[config.mk]
export PLATFORM = sky130hd
export DESIGN_NAME = mod_cu
export DESIGN_NICKNAME = d
export VERILOG_FILES = /design/src/rtl/mod_cu.sv
export SDC_FILE = /design/constraint.sdc
export NUM_CORES = 1
export LEC_CHECK = 0
export CAP_MARGIN = 15
export CORE_ASPECT_RATIO = 0.6
export CORE_MARGIN = 3
export CORE_UTILIZATION = 47
export CTS_BUF_LIST = sky130_fd_sc_hd__clkbuf_8
export CTS_CLUSTER_DIAMETER = 40
export CTS_CLUSTER_SIZE = 20
export DETAILED_ROUTE_END_ITERATION = 8
export PLACE_DENSITY = 0.73
export SYNTH_ARGS = -nofsm -noshare
export SYNTH_HDL_FRONTEND = slang
export SYNTH_SLANG_ARGS = --single-unit
export TNS_END_PERCENT = 20
[constraint.sdc]
create_clock -name CLK -period 4.1 [get_ports CLK]
set_input_delay 0.41 -clock CLK [delete_from_list [all_inputs] [get_ports CLK]]
set_output_delay 0.41 -clock CLK [all_outputs]
set_load 0.1 [all_outputs]
[src/rtl/mod_cu.sv]
// Control unit for an iterative modulus-by-subtraction datapath.
// Sequences load / compare / subtract / write-back strobes, counts
// subtractions, and flags divide-by-zero or iteration-limit timeout.
module mod_cu #(
  parameter int unsigned W_CNT    = 16,
  parameter int unsigned MAX_ITER = 65535
) (
  input  logic             CLK,
  input  logic             RST,
  input  logic             start,
  input  logic             b_zero,
  input  logic             less_than,
  output logic             isAssgn,
  output logic             isComp,
  output logic             isSub,
  output logic             assgn,
  output logic             isDone,
  output logic             busy,
  output logic             done,
  output logic             err,
  output logic [W_CNT-1:0] iter_count
);

  localparam logic [W_CNT-1:0] ITER_LIMIT = W_CNT'(MAX_ITER);
  localparam logic [W_CNT-1:0] ITER_ONE   = W_CNT'(1);

  typedef enum logic [3:0] {
    IDLE  = 4'd0,
    LOAD  = 4'd1,
    COMP  = 4'd2,
    CHECK = 4'd3,
    SUB   = 4'd4,
    WB    = 4'd5,
    FIN   = 4'd6,
    DONE  = 4'd7,
    ERR   = 4'd8
  } state_t;

  state_t           state_q, state_d;
  logic [W_CNT-1:0] iter_q, iter_d;
  logic             is_assgn_d, is_comp_d, is_sub_d, assgn_d, is_done_d;
  logic             busy_d, done_d, err_d;

  // Next-state, counter update, and Moore decode of the next state so the
  // registered outputs line up with the state they belong to.
  always_comb begin
    state_d    = state_q;
    iter_d     = iter_q;
    is_assgn_d = 1'b0;
    is_comp_d  = 1'b0;
    is_sub_d   = 1'b0;
    assgn_d    = 1'b0;
    is_done_d  = 1'b0;
    busy_d     = 1'b0;
    done_d     = 1'b0;
    err_d      = 1'b0;

    case (state_q)
      IDLE: begin
        if (start) begin
          iter_d  = '0;
          state_d = b_zero ? ERR : LOAD;
        end
      end
      LOAD:  state_d = COMP;
      COMP:  state_d = CHECK;
      CHECK: begin
        if (less_than)             state_d = FIN;
        else if (iter_q < ITER_LIMIT) state_d = SUB;
        else                       state_d = ERR;
      end
      SUB: begin
        iter_d  = iter_q + ITER_ONE;
        state_d = WB;
      end
      WB:    state_d = COMP;
      FIN:   state_d = DONE;
      DONE:  state_d = IDLE;
      ERR:   state_d = IDLE;
      default: state_d = IDLE;
    endcase

    case (state_d)
      LOAD:    is_assgn_d = 1'b1;
      COMP:    is_comp_d  = 1'b1;
      SUB:     is_sub_d   = 1'b1;
      WB:      assgn_d    = 1'b1;
      FIN:     is_done_d  = 1'b1;
      DONE:    done_d     = 1'b1;
      ERR:     err_d      = 1'b1;
      default: ;
    endcase
    busy_d = (state_d != IDLE);
  end

  // State, counter and output registers; reset wins over every transition.
  always_ff @(posedge CLK) begin
    if (RST) begin
      state_q    <= IDLE;
      iter_q     <= '0;
      isAssgn    <= 1'b0;
      isComp     <= 1'b0;
      isSub      <= 1'b0;
      assgn      <= 1'b0;
      isDone     <= 1'b0;
      busy       <= 1'b0;
      done       <= 1'b0;
      err        <= 1'b0;
    end else begin
      state_q    <= state_d;
      iter_q     <= iter_d;
      isAssgn    <= is_assgn_d;
      isComp     <= is_comp_d;
      isSub      <= is_sub_d;
      assgn      <= assgn_d;
      isDone     <= is_done_d;
      busy       <= busy_d;
      done       <= done_d;
      err        <= err_d;
    end
  end

  assign iter_count = iter_q;

endmodule

==> impl_metrics.yaml, run 1 <==
route:
  viasPerCell: 5.986
  drt_wl_total_um: 3347
  drc_errors: 0
  antenna_left: 0
  first_pass_iters: 4
  num_vias: 1269
  wire_per_inst_um: 15.79
  initialDrtViolationCount: 85
cts:
  clk_latency_ns: 0.28
  post_cts_resize_count: 0
  cts_max_path_buffers: 2
  clk_pin_slew_ns: 0.09
  numCtsBuffers: 3
  htreeDepth: 1
  cts.sinks: 28
  cts_tree: "yes"
  post-cts-setup-buffers: 0
  root_buffer: "clkbuf_8"
  cts_hold_buf: 0
critical_path:
  setup.worst_path.start: "iter_count[4]$_SDFFE_PP0P_"
  path_cells: "clkdlybuf4s50_1"
  worstReg2RegStart: "state_q[1]$_SDFF_PP0_"
  path_max_fanout: 10
  path_buf_inv: 1
  start_kind: "flop"
  required_ns: 3.69
  cpMaxStageDelayCell: "clkdlybuf4s50_1"
  crit_family: "buffers and inverters"
  critPathMaxStageDelay_ns: 1.20
  arrival_ns: 1.98
  worst_setup_path_end_kind: "output pin"
  crit_type: "reg -> out"
synth:
  synth_enable_flop_cells: 0
  synth.avg_cell_area_um2: 8.631
  synthCells: 157
  syn_area_um2: 1355
  synth_warnings: 0
  ys_seq_area_share_pct: 41.37
  synth_fp_nets: 163
  ys_ff_latch: 28
  ys_async_sr_fraction_pct: 0
  synthTopCellsByArea: "dfxtp_1 41%, a21oi_1 4.4%, nor2_1 3.9%, nand2_1 3.3%, a31oi_1 3.2%"
  ys.flop_type: "dfxtp_1"
  yosysTopAreaCell: "dfxtp_1"
  synthDistinctLibCells: 44
  yosysTopAreaCellShare_pct: 41.37
global_route:
  antenna_found_initial: 0
  grt_usage_pct: 20.84
  grt_pass1_vias: 1140
  grt_max_degree: 26
  grt_first_pass_wirelength_um: 5457
  overflow: 0
floorplanning:
  design.core.area_um2: 2628
  placementRows: 14
  die_w_um: 75.32
  start_util_pct: 51.57
  die_height_um: 47.59
  die-area_um2: 3584
  num_io_pins: 29
timing:
  tns_ns: 0
  layout_min_cycle_time_ns: 2.391
  hold_viol_final: 0
  fmax_mhz: 418.2
  fin_crit_sh_pct: 58.33
  finalSetupViolCount: 0
  fin_hold_ws_ns: 0.5082
  tightest_slew_ns: 0.9802
  slew-limit-headroom_pct: 34.45
  fin_worst_skew_ns: 0.001439
  rsz0062_at_grt: "no"
  slew_violations: 0
power_and_ir_drop:
  power_leakage_nw: 0.5761
  power_density_nw_per_um2: 340.9
  vdd_drop_max_mv: 0.2236
final_layout:
  regArea_um2: 560.5
  drive_gt1_share_pct: 6.111
  layout_common_cells: "28 x dfxtp_1, 28 x clkdlybuf4s50_1, 14 x nor2_1"
  multi_input_area_um2: 735.7
  final.fill_count: 228
  stdcell_area_um2: 1695
  area_growth_pct: 25.12
  n_antenna_cell: 0
  layout.nets: 187
  fin_util_pct: 64.52
placed_design:
  hpwl_um: 2453
  place_area_um2: 1624
  port_buffers: 28
  gp_congestion: 0.8569
hold_path:
  hp-start: "iter_count[10]$_SDFFE_PP0P_"
  worstHoldPathType: "reg -> reg"
status:
  status: "completed"
job:
  cap_violations: 0
-- routing by layer --
layer	GRT usage, %	wire length, um
met3	6.499	284
met4	5.226	31
met2	28.30	1370
met1	31.53	1661
met5	0	0
-- cell type report --
class | instances | area share, %
inverter | 2 | 0.4428
clock buffer | 3 | 2.435
clock inverter | 1 | 1.771
tap | 32 | 2.362
timing repair buffer | 28 | 16.53
sequential | 28 | 33.06
multi-input combinational | 118 | 43.39
-- state kept, by name (all words and copies together), names as in the netlist --
signal,flops
done,1
isSub,1
isAssgn,1
iter_count,16
err,1
busy,1
isComp,1
assgn,1
isDone,1
state_q,4
-- path summary, 6_finish.rpt --
check	to	slack (ns)	cells after the start
setup / recovery	iter_count[4]	1.71	1
hold / removal	iter_count[10]$_SDFFE_PP0P_	0.51	1
setup reg to reg	iter_count[15]$_SDFFE_PP0P_	2.02	4
hold reg to reg	iter_count[10]$_SDFFE_PP0P_	0.51	1
-- where the power goes --
group	switching, mW	leakage, nW	internal [mW]
clock	0.0851	0.0357	0.131
combinational	0.0554	0.314	0.0219
sequential	0.00674	0.226	0.278
total	0.147	0.576	0.431
-- Yosys cell counts, types with 2 or more instances --
cell	count
a31oi_1	7
and4_1	2
nand4_1	3
o311ai_0	3
a21oi_1	12
o31ai_1	2
nand3b_1	2
and3_1	5
nand2b_1	6
o211ai_1	2
or4_1	3
a311oi_1	2
dfxtp_1	28
clkbuf_1	5
inv_1	2
nor2_1	14
nor3b_1	2
or3_1	3
nor4b_1	2
buf_6	2
nand3_1	7
o21ai_0	7
nor3_1	3
buf_2	2
nand2_1	12
-- worst reg2reg max path, cell delays in order, from the launching register on --
cell and delay, ns:
dfxtp_1 0.41, nor4b_1 0.78, nand4_1 0.21, or4_1 0.44, a21oi_1 0.16
-- stage by stage --
| step | instances | power [mW] | worst slack [ns] |
|---|---|---|---|
| global route | 212 | 0.6027 | 1.666 |
| CTS | 212 | 0.5824 | 1.707 |
| finish | 212 | 0.5780 | 1.709 |
| floorplan | 157 | 0.3478 | 1.717 |
| global placement | 208 | 0.3657 | 1.852 |
| detailed placement | 208 | 0.3673 | 1.823 |
-- cells by family after synthesis --
logic type,synth area share (%)
AND/OR/NAND/NOR,33.06
AO/OA/AOI/OAI,19.48
flip-flops,41.37
buffers and inverters,4.340
multiplexers,0.8310
adder cells (fa/ha/maj),0.9232
Note: power is estimated with default switching activity, not from simulation.
==> run 2, diff against run 1 <==
==> constraint.sdc (replaced) <==
create_clock -name CLK -period 2.48 [get_ports CLK]
set_input_delay 0.248 -clock CLK [delete_from_list [all_inputs] [get_ports CLK]]
set_output_delay 0.248 -clock CLK [all_outputs]
set_load 0.1 [all_outputs]
==> run 2 against run 1 <==
Compared with the run above: final cell count rose by 0.94%; non-clock buffer count increased by 2; flip-flop and latch count is the same; cell area is 2.7% lower; power is 66% higher; critical path type is now reg -> reg.
==> impl_metrics.yaml, run 2 (same netlist as run 1, synthesis figures left out) <==
power_and_ir_drop:
  power_density_nw_per_um2: 582.8
  vdd_drop_max_mv: 0.4801
  power_leakage_nw: 0.6348
final_layout:
  stdcell_area_um2: 1650
  area_growth_pct: 21.79
  drive_gt1_share_pct: 20.33
  layout_common_cells: "28 x dfxtp_1, 26 x buf_4, 14 x nor2_1"
  layout.nets: 189
  mostFrequentLayoutCell: "dfxtp_1"
  final_cells: 214
  largest_register_ffs: 16
  n_antenna_cell: 0
cts:
  cts_max_path_buffers: 2
  cts_hold_buf: 0
  clk_latency_ns: 0.28
  clk_pin_slew_ns: 0.10
  cts_tree: "yes"
  root_buffer: "clkbuf_8"
  cts.sinks: 28
  post-cts-setup-buffers: 0
  post_cts_resize_count: 0
  numCtsBuffers: 3
  htreeDepth: 1
timing:
  hold_viol_final: 0
  slew-limit-headroom_pct: 51.73
  fmax_mhz: 497.0
  fin_hold_ws_ns: 0.5024
  rsz0062_at_grt: "no"
  tns_ns: 0
  fin_crit_sh_pct: 81.13
  finalSetupViolCount: 0
  fin_worst_skew_ns: 0.01317
  layout_min_cycle_time_ns: 2.012
  tightest_slew_ns: 0.7217
  slew_violations: 0
floorplanning:
  start_util_pct: 51.57
  die_height_um: 47.59
  die-area_um2: 3584
  placementRows: 14
  die_w_um: 75.32
  num_io_pins: 29
  design.core.area_um2: 2628
critical_path:
  path_max_fanout: 16
  cpMaxStageDelayCell: "or4b_4"
  crit_type: "reg -> reg"
  required_ns: 2.69
  start_kind: "flop"
  critPathMaxStageDelay_ns: 0.71
  setup.worst_path.start: "state_q[1]$_SDFF_PP0_"
  worst_setup_path_end_kind: "flop"
  worstReg2RegStart: "state_q[1]$_SDFF_PP0_"
  path_cells: "or4b_4 > nor4_1 > mux2_2 > nor2_1"
  arrival_ns: 2.23
global_route:
  grt_max_degree: 17
  antenna_found_initial: 0
  overflow: 0
  grt_usage_pct: 20.23
  grt_first_pass_wirelength_um: 5492
  grt_pass1_vias: 1153
route:
  drt_wl_total_um: 3588
  first_pass_iters: 4
  num_vias: 1320
  antenna_left: 0
  initialDrtViolationCount: 153
  wire_per_inst_um: 16.77
  drc_errors: 0
  viasPerCell: 6.168
job:
  cap_violations: 0
placed_design:
  gp_congestion: 0.8166
  place_inst: 210
  port_buffers: 28
  place_area_um2: 1579
  hpwl_um: 2536
hold_path:
  worstHoldPathType: "reg -> reg"
  hp-start: "iter_count[10]$_SDFFE_PP0P_"
status:
  status: "completed"
[run 2: changes by cell type in the layout (fill, tap and decap cells not counted), sizes merged]
cell           change
buf               +26
clkdlybuf4s50     -24
[run 2: final cells by class]
type	count	area, um^2
fillers	239	977.2
multi-input cells	118	735.7
flip-flops and latches	28	560.5
repair buffers	30	235.2
clock buffers	3	41.29
well taps	32	40.04
clock inverters	1	30.03
inverters	2	7.507
[run 2: routing by layer]
layer | routed length, um | global-route usage [%] | up-vias
met5 | 0 | 0 | -
met4 | 0 | 1.394 | 0
met3 | 231 | 5.660 | 0
met2 | 1517 | 30.87 | 47
met1 | 1839 | 29.81 | 630
li1 | - | - | 643
[run 2: through the flow]
step                      utilization (%)  setup slack (ns)  power, mW
after floorplan                         -           0.09743     0.5750
after CTS                           62.81            0.4915     0.9662
after detailed placement            60.10            0.5032     0.6071
after global routing                62.81            0.4188     0.9822
after global placement              60.10            0.5490     0.6045
final                               62.81            0.4680     0.9617
[run 2: report_power, final]
| group | leakage [nW] | switching, mW | internal [mW] |
|---|---|---|---|
| clock | 0.0357 | 0.146 | 0.216 |
| combinational | 0.373 | 0.0924 | 0.0353 |
| sequential | 0.226 | 0.0118 | 0.460 |
[run 2: path summary, 6_finish.rpt]
check                                                    to  cells after the start  slack (ns)
worst min register to register  iter_count[10]$_SDFFE_PP0P_                      1        0.50
worst min-delay path            iter_count[10]$_SDFFE_PP0P_                      1        0.50
worst max-delay path             iter_count[9]$_SDFFE_PP0P_                      4        0.47
worst max register to register   iter_count[9]$_SDFFE_PP0P_                      4        0.47
[run 2: critical path, delay by kind of cell, from the launching register on]
kind	cells	cell delay (ns)
mux	1	0.36
simple gates	3	1.17
flops	1	0.41
